===== config.mk =====
export PLATFORM = sky130hd
export DESIGN_NAME = pipe_regfile
export DESIGN_NICKNAME = d
export VERILOG_FILES = /design/src/rtl/pipe_regfile.sv
export SDC_FILE = /design/constraint.sdc
export NUM_CORES = 1
export LEC_CHECK = 0
export ABC_AREA = 0
export CAP_MARGIN = 20
export CORE_MARGIN = 10
export CORE_UTILIZATION = 52
export CTS_CLUSTER_SIZE = 30
export DETAILED_ROUTE_END_ITERATION = 16
export PLACE_DENSITY = 0.71
export RECOVER_POWER = 100
export SLEW_MARGIN = 10
export SYNTH_ARGS = -nofsm -noshare
export SYNTH_HDL_FRONTEND = slang
export SYNTH_SLANG_ARGS = --single-unit

===== constraint.sdc =====
create_clock -name clk -period 6.7 [get_ports clk]
set_input_delay 1.34 -clock clk [delete_from_list [all_inputs] [get_ports clk]]
set_output_delay 1.34 -clock clk [all_outputs]
set_load 0.05 [all_outputs]

===== src/rtl/pipe_regfile.sv =====
// Register file with one write port, two write-first bypassed read ports and a
// per-register busy scoreboard for read-after-write hazard detection in decode.
module pipe_regfile #(
  parameter int DATA_W    = 16,
  parameter int ADDR_W    = 3,
  parameter int ZERO_REG0 = 0,
  localparam int DEPTH    = 2 ** ADDR_W
) (
  input  logic              clk,
  input  logic              rst_n,
  input  logic              wr_en,
  input  logic [ADDR_W-1:0] wr_addr,
  input  logic [DATA_W-1:0] wr_data,
  input  logic [ADDR_W-1:0] rd_addr_a,
  output logic [DATA_W-1:0] rd_data_a,
  input  logic [ADDR_W-1:0] rd_addr_b,
  output logic [DATA_W-1:0] rd_data_b,
  input  logic              iss_en,
  input  logic [ADDR_W-1:0] iss_addr,
  output logic              busy_a,
  output logic              busy_b,
  output logic [DEPTH-1:0]  busy_vec
);

  logic [DATA_W-1:0] regs_q [DEPTH];
  logic [DEPTH-1:0]  busy_q;
  logic [DEPTH-1:0]  busy_d;
  logic              wr_ok;
  logic              iss_ok;
  logic              byp_a;
  logic              byp_b;
  logic              zero_a;
  logic              zero_b;

  // With a hardwired R0, writes and reservations aimed at index 0 vanish here,
  // so neither the array, the bypass nor the scoreboard ever sees them.
  assign wr_ok  = wr_en  & ~((ZERO_REG0 != 0) && (wr_addr  == '0));
  assign iss_ok = iss_en & ~((ZERO_REG0 != 0) && (iss_addr == '0));

  assign byp_a  = wr_ok && (wr_addr == rd_addr_a);
  assign byp_b  = wr_ok && (wr_addr == rd_addr_b);
  assign zero_a = (ZERO_REG0 != 0) && (rd_addr_a == '0);
  assign zero_b = (ZERO_REG0 != 0) && (rd_addr_b == '0);

  // Clear before set, so a new producer issued in the same cycle keeps the bit.
  always_comb begin
    busy_d = busy_q;
    if (wr_ok)  busy_d[wr_addr]  = 1'b0;
    if (iss_ok) busy_d[iss_addr] = 1'b1;
  end

  always_ff @(posedge clk or negedge rst_n) begin
    if (!rst_n) begin
      for (int i = 0; i < DEPTH; i++) regs_q[i] <= '0;
      busy_q <= '0;
    end else begin
      if (wr_ok) regs_q[wr_addr] <= wr_data;
      busy_q <= busy_d;
    end
  end

  always_comb begin
    rd_data_a = regs_q[rd_addr_a];
    if (zero_a) rd_data_a = '0;
    if (byp_a)  rd_data_a = wr_data;
    rd_data_b = regs_q[rd_addr_b];
    if (zero_b) rd_data_b = '0;
    if (byp_b)  rd_data_b = wr_data;
  end

  // A bypassed operand is final, so it is never reported busy.
  assign busy_a   = busy_q[rd_addr_a] & ~byp_a;
  assign busy_b   = busy_q[rd_addr_b] & ~byp_b;
  assign busy_vec = busy_q;

endmodule

==> flow_metrics.py <==
metrics = {
    "critical_path": {
        "crit_type": "in2out",
        "cp.arrival_ns": 4.63,
        "start_kind": "primary input",
        "critPathCaptureType": "output pin",
        "cp.required_ns": 5.36,
        "cp_max_fo": 22,
    },
    "timing": {
        "holdWs_ns": 0.5157,
        "max_slew_margin_pct": -78.00,
        "finalCriticalPeriod_ns": 5.966,
        "finalWorstSetupSlack_ns": 0.7342,
        "worstMarginPinSlew_ns": 2.670,
        "hold_viol_final": 0,
        "drv_slew": 86,
        "rsz0062_at_grt": "no",
        "max_freq_mhz": 167.6,
        "clock_skew_ns": 0,
        "post-route-period-util_pct": 89.04,
        "fin_tns_setup_ns": 0,
        "setup_viol": 0,
    },
    "synth": {
        "synth.top_cell.area_share_pct": 42.75,
        "synth_edf_count": 0,
        "seq_area_frac_synth_pct": 42.75,
        "netlist_top_cells_count": "mux2_2, dfrtp_1, mux4_1, buf_1, buf_2",
        "syn_area_um2": 7960,
        "syn_inst": 489,
        "syn-mean-instance-area_um2": 16.28,
        "synth-async-reset-ratio_pct": 100.0,
        "ys.flop_type": "dfrtp_1",
        "yosysWarnings": 0,
        "yosysMostFrequentCell": "mux2_2",
        "synthDistinctLibCells": 22,
        "yosysTopAreaCell": "dfrtp_1",
        "yosys-top-cells-area": "dfrtp_1, mux2_2, mux4_1",
        "synth_nets": 521,
        "ys_ff_latch": 136,
    },
    "placed_design": {
        "gp_congestion": 0.7594,
        "dpl.hpwl_um": 11870,
        "placed_cell_area_um2": 8670,
        "dp_worst_setup_slack_ns": 1.229,
        "port-buffer-count": 73,
    },
    "finish": {
        "fin_area_um2": 9288,
        "fillCellCount": 1134,
        "diodes": 0,
        "final_net_count": 581,
        "drive_gt1_share_pct": 46.80,
        "syn_to_final_growth_pct": 16.68,
        "fin_util_pct": 61.55,
    },
    "power": {
        "switching_share_pct": 30.27,
        "combPwrFrac_pct": 30.9,
        "ir_drop_v": 0.0002563,
        "p_leak_nw": 3.982,
        "power.clock.fraction_pct": 33.6,
        "p_seq_share_pct": 35.5,
        "cellPowerDensity_nw_per_um2": 341.3,
        "power.internal_mw": 2.210,
        "switchingPower_mw": 0.9596,
    },
    "routing": {
        "wl_met1_um": 8060,
        "wire_per_inst_um": 25.34,
        "vias_per_cell": 6.328,
        "met2_wirelength_um": 9659,
        "wirelength_um": 19000,
        "drt_iter0_drc": 251,
        "top_layer": "met4",
        "wl_met3_um": 1101,
        "ant_nets": 0,
        "drc": 0,
        "first_pass_iters": 4,
        "vias": 4746,
    },
    "clock_tree": {
        "clkTransAtPathRegs_ns": 0.06,
        "htreeDepth": 4,
        "cts_buffer_depth": 2,
        "cts_inserted_buffers": 17,
        "cts-root-buf": "clkbuf_16",
        "clkLatencyLatePin_ns": 0.41,
        "ctsResizeCount": 0,
        "cts_tree": "built",
        "cts_setup_buffers": 0,
        "hold_buffers": 0,
        "numClockSinks": 136,
    },
    "worst_hold_path": {
        "hp-class": "reg2reg",
    },
    "die": {
        "start_util_pct": 52.75,
        "core_um2": 15090,
        "die_area_um2": 20660,
        "pin_count": 74,
        "die_height_um": 143.7,
        "num_rows": 45,
        "die_w_um": 143.7,
    },
    "global_routing": {
        "overflow": 0,
        "grt_pass1_wl_um": 29370,
        "grt_max_degree": 89,
        "antenna_found_initial": 0,
        "grt.total_usage_pct": 18.94,
        "grt_pass1_vias": 5065,
    },
    "flow_run": {
        "maxCapViolations": 3,
    },
    "outcome": {
        "status": "complete, but fails checks",
        "violations": "max-capacitance violations, max-slew violations",
    },
}
## power by group through the flow
| stage | logic (mW) | registers (mW) | clock network [mW] |
|---|---|---|---|
| 6_report | 0.980 | 1.12 | 1.07 |
| 5_1_grt | 1.04 | 1.15 | 1.12 |
| 4_1_cts | 1.00 | 1.12 | 1.08 |
| 3_5_place_dp | 0.999 | 1.14 | 0 |
| 3_3_place_gp | 0.983 | 1.12 | 0 |
| 2_1_floorplan | 0.738 | 1.12 | 0 |
## layout by cell type (no fill, tap or decap), drive strengths merged
cell type	n
buf	40
mux2	194
xnor2	6
nor3	2
o21ai	4
clkinvlp	3
dfrtp	136
nor3b	2
inv	4
nand4	3
nand2	7
mux4	68
clkinv	3
o32ai	2
bufinv	6
and2	2
clkdlybuf4s50	23
nand2b	4
clkbuf	33
dlygate4sd3	15
o22ai	2
nand4b	3
## metrics by stage
step	std cells	total power, mW
after detailed placement	717	2.135
final	750	3.170
after floorplan	489	1.862
after global placement	717	2.099
after CTS	749	3.208
after global routing	750	3.306
## critical path: stages
cell	delay, ns
dlygate4sd3_1	1.04
clkbuf_1	1.03
mux4_1	0.45
mux2_2	0.28
mux2_2	0.28
buf_4	0.19
## final cells by class
cell class	instances	area (um2)	area share [%]
multi-input combinational	299	4212	45.35
sequential	136	3403	36.64
timing repair buffer	91	744.5	8.016
clock buffer	20	456.7	4.917
tap	188	235.2	2.533
clock inverter	12	221.5	2.384
inverter	4	15.01	0.1617
## metal layers
layer,up-vias,track usage (%)
li1,2073,-
met1,2539,23.39
met2,121,32.02
met3,13,4.884
met4,0,5.535
met5,-,0
## cell families (layout without fill, tap and decap cells)
kind of cell	after synthesis	count (layout)	share of synthesized area [%]
AO/OA/AOI/OAI	8	8	0.6288
buffers and inverters	54	127	3.851
AND/OR/NAND/NOR	23	23	1.933
flip-flops	136	136	42.75
XOR/XNOR	6	6	0.6602
multiplexers	262	262	50.17
## state kept, by name, indices dropped and copies added (netlist names)
name      cells
busy_vec      8
regs_q      128
## final timing paths
| check | from | to | slack [ns] | cells past startpoint |
|---|---|---|---|---|
| max | rd_addr_b[1] | rd_data_b[3] | 0.73 | 6 |
| min | regs_q[39] | regs_q[39] | 0.52 | 1 |
| max reg2reg | regs_q[77] | regs_q[77] | 5.89 | 1 |
| min reg2reg | regs_q[39] | regs_q[39] | 0.52 | 1 |
| max in group asynchronous | rst_n | regs_q[38] | 2.51 | 3 |
| min in group asynchronous | rst_n | busy_vec[4] | 1.76 | 1 |
No activity file was read; power rests on OpenSTA's default activity.
